## src/rtl/pc_fetch_queue.sv

```systemverilog
// Fetch PC, ROM request issue and a credit-checked (address, instruction) queue.
// Optional FETCH_STATS_EN adds stallCycles / flushCount counters.
module pc_fetch_queue #(
  parameter int ADDR_W = 32,
  parameter int INSTR_W = 32,
  parameter int DEPTH = 4,
  parameter logic [ADDR_W-1:0] RESET_ADDR = '0,
  parameter int PC_STEP = 4
) (
  input  logic                       CLK,
  input  logic                       Reset,
  input  logic                       PCWrite,
  input  logic                       redirectValid,
  input  logic [ADDR_W-1:0]          redirectAddress,
  output logic                       romEnable,
  output logic [ADDR_W-1:0]          romAddress,
  input  logic [INSTR_W-1:0]         romData,
  output logic [ADDR_W-1:0]          currentAddress,
  output logic                       outValid,
  input  logic                       outReady,
  output logic [ADDR_W-1:0]          outAddress,
  output logic [INSTR_W-1:0]         outInstr,
`ifdef FETCH_STATS_EN
  output logic [31:0]                stallCycles,
  output logic [15:0]                flushCount,
`endif
  output logic [$clog2(DEPTH):0]     queueCount
);

  localparam int PW = $clog2(DEPTH);
  localparam int CW = PW + 1;

  logic [ADDR_W-1:0]  pc;
  logic               inflight;
  logic [ADDR_W-1:0]  inflight_addr;
  logic [PW-1:0]      wptr;
  logic [PW-1:0]      rptr;
  logic [CW-1:0]      count;
  logic [ADDR_W-1:0]  qaddr  [DEPTH];
  logic [INSTR_W-1:0] qinstr [DEPTH];

  logic               push;
  logic               pop;
  logic [CW:0]        occ;

  assign outValid = (count != '0);
  assign pop      = outValid & outReady;
  assign push     = Reset & inflight & ~redirectValid;

  // Credits: entries held plus the response still in flight, minus what leaves now
  assign occ = {1'b0, count} + (CW+1)'(inflight) - (CW+1)'(pop);

  assign romEnable = Reset & PCWrite & ~redirectValid
                   & (occ < (CW+1)'(DEPTH));

  assign romAddress     = pc;
  assign currentAddress = pc;
  assign queueCount     = count;
  assign outAddress     = outValid ? qaddr[rptr]  : '0;
  assign outInstr       = outValid ? qinstr[rptr] : '0;

  always_ff @(posedge CLK) begin
    if (push) begin
      qaddr[wptr]  <= inflight_addr;
      qinstr[wptr] <= romData;
    end
  end

  always_ff @(posedge CLK) begin
    if (!Reset) begin
      pc            <= RESET_ADDR;
      inflight      <= 1'b0;
      inflight_addr <= '0;
      wptr          <= '0;
      rptr          <= '0;
      count         <= '0;
    end else begin
      inflight <= romEnable;
      if (romEnable)
        inflight_addr <= pc;
      if (redirectValid) begin
        pc    <= redirectAddress;
        wptr  <= '0;
        rptr  <= '0;
        count <= '0;
      end else begin
        if (romEnable)
          pc <= pc + ADDR_W'(PC_STEP);
        if (push)
          wptr <= wptr + PW'(1);
        if (pop)
          rptr <= rptr + PW'(1);
        count <= count + CW'(push) - CW'(pop);
      end
    end
  end

`ifdef FETCH_STATS_EN
  always_ff @(posedge CLK) begin
    if (!Reset) begin
      stallCycles <= '0;
      flushCount  <= '0;
    end else begin
      if (PCWrite & ~redirectValid & ~romEnable)
        stallCycles <= stallCycles + 32'd1;
      if (redirectValid)
        flushCount <= flushCount + 16'd1;
    end
  end
`endif

endmodule

```

## config.mk

```make
export PLATFORM = sky130hd
export DESIGN_NAME = pc_fetch_queue
export DESIGN_NICKNAME = d
export VERILOG_FILES = /design/src/rtl/pc_fetch_queue.sv
export SDC_FILE = /design/constraint.sdc
export NUM_CORES = 1
export LEC_CHECK = 0
export BUFFER_PORTS_ARGS = -buffer_cell sky130_fd_sc_hd__buf_2
export CORE_ASPECT_RATIO = 1.2
export CORE_UTILIZATION = 40
export CTS_CLUSTER_DIAMETER = 40
export CTS_CLUSTER_SIZE = 40
export DETAILED_ROUTE_END_ITERATION = 10
export GPL_TIMING_DRIVEN = 0
export PLACE_DENSITY_LB_ADDON = 0.1
export RECOVER_POWER = 100
export SLEW_MARGIN = 0
export SYNTH_ARGS = -nofsm -noshare
export SYNTH_HDL_FRONTEND = slang
export SYNTH_SLANG_ARGS = --single-unit
```

## constraint.sdc

```tcl
create_clock -name CLK -period 8.7 [get_ports CLK]
set_input_delay 0.87 -clock CLK [delete_from_list [all_inputs] [get_ports CLK]]
set_output_delay 0.87 -clock CLK [all_outputs]
set_load 0.02 [all_outputs]
```

==> run_results.csv, run 1 <==
group,metric,value,unit
timing,tightest_slew,3.418,ns
final_layout,diodes,0,
status,outcome,"finished with violations",
final_layout,filler_cell_count,2997,
setup_path,crit_chain,"clkbuf_1 > clkbuf_1 > nor2b_1 > and3_1 > clkbuf_1",
final_layout,drive_above_1_share,20.45,%
timing,period_minus_slack,5.060,ns
setup_path,cpPeakStageDelay,2.46,ns
timing,setup_violations,0,
floorplan,ioPinCount,202,
floorplan,core,33160,sq um
final_layout,seq_area,9169,sq um
clock_tree,insertion_delay,0.52,ns
place,port_buffers,200,
status,violations,"capacitance limit, slew limit",
final_layout,fin_area,16210,sq um
routing,drt-wirelength-per-cell,18.70,um
job,drv_cap,5,
clock_tree,cts_buffer_depth,3,
timing,clock_skew,0.01079,ns
yosys,ys_seq_area_share,67.88,%
grt,grt_usage,17.77,%
floorplan,rows,73,
grt,grt-ovfl-total,0,
setup_path,critPathMaxFanout,51,
yosys,syn_area,13510,sq um
yosys,ys_seq_elements,330,
floorplan,dieArea,34510,sq um
pwr,swShare,23.05,%
setup_path,cp.required,8.75,ns
setup_path,cp_data_arrival_time,5.11,ns
yosys,synthFlopType,"edfxtp_1",
setup_path,crit_family,"buffers and inverters",
yosys,async_flop_share,0,%
routing,num_vias,8144,
pwr,pwr-share-seq,48.6,%
pwr,clockPowerShare,46.6,%
final_layout,area_growth,20.00,%
yosys,netlist_instances,879,
pwr,p_comb_share,4.9,%
routing,drtAntennaViolNets,0,
setup_path,start_kind,"primary input",
routing,firstDrtPassIters,7,
grt,grt_pass1_wl,46570,um
clock_tree,cts_setup_buffers,0,
timing,setup_ws,3.640,ns
final_layout,final_common_cell,"edfxtp_1",
floorplan,initial_core_util,40.74,%
yosys,avgSynthCellArea,15.37,sq um
setup_path,crit_buf_inv,3,
place,place_ws,4.513,ns
pwr,p_per_area,221.7,nW/um^2
pwr,p_leak,5.288,nW
clock_tree,cts_root_buf,"clkbuf_16",
routing,via_per_inst,5.077,
setup_path,slowest_stage,"clkbuf_1",
floorplan,die_w,169.7,um
timing,relSlewSlack,-127.8,%
pwr,switchingPower,0.0008282,W
setup_path,crit_path_frequent_cell,"clkbuf_1",
grt,grt_antenna_before_repair,0,
place,place_congestion,0.8702,
clock_tree,cts_num_sinks,330,
place,placedInstanceArea,15190,sq um
min_path,hp-class,"flop to flop",
clock_tree,cts_hold_buf,0,
clock_tree,cts-htree-levels,2,
routing,first_iter_violations,429,
clock_tree,cts_buffers,39,
timing,tns,0,ns
final_layout,instances_no_fill,1604,
timing,hold_viol_final,0,
place,placedCellCount,1533,
pwr,p_int,0.002765,W
timing,fmax,197.6,MHz
final_layout,multi_input_area,3765,sq um
yosys,synth_edf_count,256,
timing,rsz0062_at_grt,"no",
clock_tree,ctsResizeCount,0,
pwr,peakVddDrop,0.1017,mV
clock_tree,tritoncts,"yes",
floorplan,die_h,203.3,um
yosys,synth_warnings,0,
final_layout,layout_common_cells,"edfxtp_1 (256), clkbuf_1 (192), dfxtp_1 (74), buf_2 (68), and2_1 (65)",
clock_tree,path_clk_slew,0.06,ns
grt,grt_pass1_vias,8218,
timing,drv_slew,212,
grt,grt_max_degree,52,
yosys,yosys.cell_types.count,50,
final_layout,finalNetCount,1202,
routing,routed_wl,29990,um
setup_path,crit_type,"primary input to flop",
yosys,synthesis.nets,957,
timing,period_share,58.16,%
routing,drc_errors,0,
setup_path,crit_path_end_kind,"flop",
place,hpwl,20090,um
-- cell families (layout without fill, tap and decap cells) --
group                      after synthesis  count (layout)  share of synthesized area [%]
AOI/OAI and AO/OA                      114             114                          5.484
xor gates and xnor gates                11              11                         0.7133
adders and majority gates                9               9                         0.8893
buffers and inverters                   97             372                          3.789
DFF                                    330             330                          67.88
muxes                                   70              70                          11.13
and+or+nand+nor                        248             248                          10.12
-- flip-flops by register name, summed over array words and instances, names as in the netlist, named ones only --
name and cells:
queueCount 3, rptr 2, qinstr 128, qaddr 128
inflight_addr 32, wptr 2, currentAddress 32, inflight 1
-- stage by stage --
step                total power, W  util, %  hold WS [ns]
global route              0.003718    48.88        0.5283
CTS                       0.003648    49.95        0.5034
global placement          0.001964    45.45        0.4845
finish                    0.003593    48.88        0.4992
floorplan                 0.001882        -        0.4600
detailed placement        0.001966    45.82        0.4950
-- final cells by class --
type | instances | area share, %
inverter | 11 | 0.2547
multi-input combinational | 452 | 23.23
buffer | 86 | 2.787
timing repair buffer | 204 | 5.242
clock inverter | 27 | 2.046
sequential | 330 | 56.57
clock buffer | 44 | 6.400
tap | 450 | 3.474
-- synthesized netlist by cell type, types with 5 or more instances --
| master | count | share of area [%] |
|---|---|---|
| or4_1 | 5 | 0.28 |
| nor2_1 | 18 | 0.50 |
| mux4_2 | 64 | 11 |
| nor3b_1 | 5 | 0.28 |
| ha_1 | 8 | 0.74 |
| a211oi_1 | 6 | 0.33 |
| buf_2 | 10 | 0.37 |
| nor2b_1 | 5 | 0.23 |
| inv_1 | 11 | 0.31 |
| and4_1 | 5 | 0.32 |
| a31oi_1 | 8 | 0.37 |
| nand2b_1 | 6 | 0.28 |
| dfxtp_1 | 74 | 11 |
| o21ai_0 | 64 | 2.4 |
| edfxtp_1 | 256 | 57 |
| a21oi_1 | 13 | 0.48 |
| xnor2_1 | 8 | 0.52 |
| or3_1 | 5 | 0.23 |
| a2111oi_2 | 7 | 0.78 |
| buf_4 | 34 | 1.9 |
| and3_1 | 11 | 0.51 |
| nand4_1 | 11 | 0.51 |
| and2_1 | 66 | 3.1 |
| nand3_1 | 44 | 1.6 |
| clkbuf_1 | 41 | 1.1 |
| mux2i_1 | 5 | 0.37 |
| nand2_1 | 47 | 1.3 |
| nor3_1 | 10 | 0.37 |
-- worst paths after layout --
check | from | to | slack [ns] | cells past startpoint
worst max-delay path | redirectValid | qaddr[0][29]$_DFFE_PP_ | 3.64 | 5
worst min-delay path | inflight_addr[16]$_SDFFE_PN0P_ | inflight_addr[16]$_SDFFE_PN0P_ | 0.50 | 2
worst max register to register | wptr[0]$_SDFFE_PP0P_ | qaddr[0][29]$_DFFE_PP_ | 4.48 | 4
worst min register to register | inflight_addr[16]$_SDFFE_PN0P_ | inflight_addr[16]$_SDFFE_PN0P_ | 0.50 | 2
-- worst reg2reg max path: cells and delay by family, from the launching register on --
family | cells | cell delay, ns
flip-flops | 1 | 0.35
buffers and inverters | 2 | 2.55
AND/OR/NAND/NOR | 1 | 0.65
adder cells (fa/ha/maj) | 1 | 0.15
-- per-layer routing --
metal  vias to the layer above  GRT usage (%)  share of wire (%)
met1                      3980          23.57                 44
met5                         -              0                  0
met2                       262          29.71                 49
li1                       3853              -                  -
met3                        49          2.697                4.5
met4                         0          6.210                2.7
-- power groups by stage --
stage          Clock, W  Combinational (W)  Sequential (W)
2_1_floorplan         0           0.000103         0.00178
3_3_place_gp          0           0.000186         0.00178
3_5_place_dp          0           0.000188         0.00178
4_1_cts         0.00172           0.000188         0.00174
5_1_grt         0.00178           0.000192         0.00175
6_report        0.00167           0.000175         0.00174
No activity file was read; power rests on OpenSTA's default activity.
==> inputs of run 2 (changes only) <==
clock period = 5.1 ns   (was 8.7 ns; I/O delays follow)
==> run_results.csv, run 2 (synthesis results as in run 1) <==
group,metric,value,unit
status,outcome,"finished with violations",
status,violations,"capacitance limit, slew limit",
routing,firstDrtPassIters,5,
grt,grt_max_degree,52,
timing,clock_skew,0.01163,ns
pwr,p_per_area,377.9,nW/um^2
floorplan,core,33160,sq um
routing,drtAntennaViolNets,0,
setup_path,crit_chain,"or3_1 > nand2_1 > or2_2 > ha_1 > nand2_1 > o221ai_1 > buf_4 > and2_0 > clkbuf_1 > buf_2 > nor2_1 > clkbuf_1",
final_layout,diodes,0,
timing,drv_slew,86,
grt,grt_pass1_wl,46570,um
clock_tree,path_clk_slew,0.06,ns
grt,grt-ovfl-total,0,
timing,relSlewSlack,-21.08,%
place,port_buffers,200,
timing,fmax,228.3,MHz
clock_tree,cts_root_buf,"clkbuf_16",
setup_path,cp.required,4.59,ns
pwr,peakVddDrop,0.1738,mV
timing,setup_violations,0,
final_layout,finalNetCount,1202,
clock_tree,cts_hold_buf,0,
timing,period_minus_slack,4.381,ns
routing,drc_errors,0,
clock_tree,cts_setup_buffers,0,
clock_tree,cts_num_sinks,330,
min_path,hp-class,"primary input to flop",
final_layout,area_growth,20.07,%
clock_tree,cts-htree-levels,2,
floorplan,die_h,203.3,um
pwr,p_leak,5.308,nW
floorplan,dieArea,34510,sq um
routing,first_iter_violations,441,
setup_path,slowest_stage,"o221ai_1",
routing,via_per_inst,5.079,
timing,rsz0062_at_grt,"no",
floorplan,rows,73,
clock_tree,insertion_delay,0.53,ns
timing,tightest_slew,1.816,ns
routing,num_vias,8146,
setup_path,start_kind,"flop",
setup_path,critPathMaxFanout,10,
grt,grt_usage,17.77,%
final_layout,layout_common_cells,"edfxtp_1 (256), clkbuf_1 (186), dfxtp_1 (74), buf_2 (69), and2_1 (65)",
timing,tns,0,ns
setup_path,crit_path_end_kind,"primary output",
final_layout,final_common_cell,"edfxtp_1",
routing,drt-wirelength-per-cell,18.68,um
floorplan,die_w,169.7,um
job,drv_cap,2,
floorplan,initial_core_util,40.74,%
setup_path,cp_data_arrival_time,3.87,ns
final_layout,final_util,48.92,%
setup_path,r2r_slack,1.24,ns
grt,grt_antenna_before_repair,0,
floorplan,ioPinCount,202,
grt,grt_pass1_vias,8218,
final_layout,reg.largest.list,"qaddr (128), qinstr (128)",
setup_path,cpPeakStageDelay,0.43,ns
final_layout,drive_above_1_share,20.97,%
place,place_congestion,0.8702,
clock_tree,ctsResizeCount,0,
routing,routed_wl,29960,um
timing,hold_viol_final,0,
place,hpwl,20090,um
setup_path,crit_type,"flop to primary output",
clock_tree,cts_buffer_depth,3,
clock_tree,tritoncts,"yes",
clock_tree,cts_buffers,39,
timing,period_share,85.90,%
-- run 2: cell type report --
type	instances	area, sq um
Fill cell	2992	16940
Sequential cell	330	9169
Multi-Input combinational cell	452	3765
Clock buffer	44	1037
Timing Repair Buffer	204	854.6
Tap cell	450	563.0
Buffer	86	456.7
Clock inverter	27	331.6
Inverter	11	41.29
-- run 2: path summary, 6_finish.rpt --
kind | start | end | cells after the start
max | queueCount[1]$_SDFF_PP0_ | romEnable | 12
min | redirectAddress[30] | currentAddress[30]$_SDFFE_PN0P_ | 2
max reg2reg | queueCount[1]$_SDFF_PP0_ | currentAddress[29]$_SDFFE_PN0P_ | 10
min reg2reg | inflight_addr[16]$_SDFFE_PN0P_ | inflight_addr[16]$_SDFFE_PN0P_ | 2
-- run 2: worst max-delay path: cells and delay by family (launching register included) --
family          cells  cell delay [ns]
compound gates      1             0.43
fa+ha+maj           1             0.27
buf+inv             4             1.10
flops               1             0.42
simple gates        6             1.12
-- run 2: metal layers --
metal | wire, um | GRT usage, %
met1 | 13110 | 23.57
met2 | 14670 | 29.71
met3 | 1363 | 2.697
met4 | 818 | 6.210
met5 | 0 | 0
-- run 2: metrics by stage --
stage | power (W) | std cells | hold WS [ns] | instance area [sq um] | worst slack (ns)
floorplan | 0.003211 | 879 | 0.4600 | 13510 | 1.874
global placement | 0.003350 | 1529 | 0.4845 | 15070 | 0.1359
detailed placement | 0.003353 | 1533 | 0.4950 | 15190 | 1.540
CTS | 0.006223 | 1604 | 0.1642 | 16560 | 0.9675
global route | 0.006342 | 1604 | 0.2028 | 16220 | 0.4048
finish | 0.006129 | 1604 | 0.2201 | 16220 | 0.7189
-- run 2: power by group --
part	internal [W]	switching (W)
clock	0.00169	0.00117
combinational	0.000109	0.000190
sequential	0.00292	0.0000539
==> inputs of run 3 (changes only) <==
PLACE_DENSITY_LB_ADDON = 0.12   (was 0.1)
REMOVE_ABC_BUFFERS = 1   (was not set)
==> run_results.csv, run 3 (synthesis results as in run 1) <==
group,metric,value,unit
status,outcome,"finished with violations",
status,violations,"capacitance limit, slew limit",
timing,rsz0062_at_grt,"no",
place,port_buffers,201,
setup_path,cp.required,4.59,ns
place,placedCellCount,1453,
final_layout,reg.largest.list,"qaddr (128), qinstr (128)",
timing,drv_slew,264,
final_layout,diodes,0,
routing,num_vias,7828,
pwr,p_per_area,385.7,nW/um^2
setup_path,cp_data_arrival_time,3.99,ns
routing,routed_wl,29950,um
timing,relSlewSlack,-16.88,%
routing,via_per_inst,5.133,
final_layout,instances_no_fill,1525,
floorplan,ioPinCount,202,
timing,tightest_slew,1.751,ns
routing,drtAntennaViolNets,0,
grt,grt_usage,17.70,%
setup_path,start_kind,"flop",
clock_tree,cts_hold_buf,0,
final_layout,finalNetCount,1123,
floorplan,die_w,169.7,um
floorplan,rows,73,
final_layout,layout_common_cells,"edfxtp_1 (256), clkbuf_1 (165), dfxtp_1 (73), and2_1 (65)",
timing,clock_skew,0.02789,ns
min_path,holdPathStages,1,
floorplan,core,33160,sq um
clock_tree,insertion_delay,0.54,ns
clock_tree,ctsResizeCount,0,
setup_path,rr_worst_depth,9,
floorplan,die_h,203.3,um
setup_path,critPathMaxFanout,34,
floorplan,initial_core_util,40.74,%
timing,period_share,88.18,%
clock_tree,tritoncts,"yes",
min_path,hp-class,"primary input to flop",
grt,grt_max_degree,68,
job,drv_cap,6,
grt,grt_pass1_vias,7687,
routing,drt-wirelength-per-cell,19.64,um
routing,first_iter_violations,405,
clock_tree,cts-htree-levels,2,
floorplan,dieArea,34510,sq um
grt,grt_pass1_wl,45620,um
pwr,peakVddDrop,0.2340,mV
final_layout,final_common_cell,"edfxtp_1",
timing,period_minus_slack,4.497,ns
timing,hold_viol_final,0,
clock_tree,cts_root_buf,"clkbuf_16",
clock_tree,cts_num_sinks,330,
grt,grt_antenna_before_repair,0,
routing,drc_errors,0,
timing,fmax,222.4,MHz
place,place_congestion,0.7227,
clock_tree,cts_setup_buffers,0,
clock_tree,cts_buffers,39,
setup_path,crit_type,"flop to primary output",
grt,grt-ovfl-total,0,
clock_tree,cts_buffer_depth,3,
pwr,p_total,0.006128,W
place,hpwl,17830,um
final_layout,final_util,47.92,%
timing,setup_violations,0,
final_layout,area_growth,17.64,%
routing,firstDrtPassIters,5,
final_layout,drive_above_1_share,17.30,%
clock_tree,path_clk_slew,0.06,ns
setup_path,crit_path_end_kind,"primary output",
pwr,p_leak,5.025,nW
==> run 3: changes by cell type in the layout (fill, tap and decap cells not counted), moves of 3 or more <==
| cell | previous run | this run |
|---|---|---|
| clkbuf_4 | 25 | 0 |
| buf_2 | 69 | 36 |
| buf_16 | 0 | 3 |
| clkinv_2 | 0 | 5 |
| inv_8 | 5 | 2 |
| clkbuf_1 | 186 | 165 |
| buf_4 | 8 | 1 |
| clkinv_1 | 0 | 5 |
| inv_6 | 10 | 3 |
==> run 3: worst max-delay path, cell delays in order (launching register included) <==
cell and delay [ns]:
dfxtp_1 1.50, clkbuf_2 1.06, mux4_2 0.37, and2_1 0.13, clkbuf_1 0.38
==> run 3: stage by stage <==
step | setup WS [ns] | setup TNS, ns | cell area (sq um) | hold WS (ns)
floorplan | 0.5886 | 0 | 13040 | 0.4600
global route | 0.2924 | 0 | 15890 | 0.2223
global placement | -2.063 | -328.61 | 14610 | 0.4813
detailed placement | 0.9370 | 0 | 14880 | 0.4893
CTS | 0.4221 | 0 | 16260 | 0.1578
finish | 0.6027 | 0 | 15890 | 0.2336
==> run 3: final timing paths <==
| path | slack [ns] | endpoint | startpoint |
|---|---|---|---|
| worst min register to register | 0.49 | qaddr[1][0]$_DFFE_PP_ | inflight_addr[0]$_SDFFE_PN0P_ |
| worst max register to register | 0.85 | currentAddress[29]$_SDFFE_PN0P_ | queueCount[1]$_SDFF_PP0_ |
| worst min-delay path | 0.23 | qinstr[1][15]$_DFFE_PP_ | romData[15] |
| worst max-delay path | 0.60 | outAddress[15] | flop |
==> run 3: area by class of cell <==
class | count | area, sq um
Clock buffer | 42 | 1018
Clock inverter | 29 | 360.3
Fill cell | 2994 | 17270
Inverter | 11 | 41.29
Multi-Input combinational cell | 452 | 3782
Sequential cell | 330 | 9173
Tap cell | 450 | 563.0
Timing Repair Buffer | 211 | 950.9
==> run 3: layer usage <==
metal  up-vias  part of all wire [%]  track usage [%]
li1       3702                     -                -
met5         -                     0                0
met3        44                   4.4            3.105
met2       186                    50            30.05
met1      3896                    44            22.92
met4         0                   2.0            5.856
==> run 3: report_power, final <==
part / switching [W] / internal [W]
clock network: 0.00114 / 0.00174
registers: 0.0000537 / 0.00292
logic: 0.000183 / 0.0000886
total: 0.00138 / 0.00475
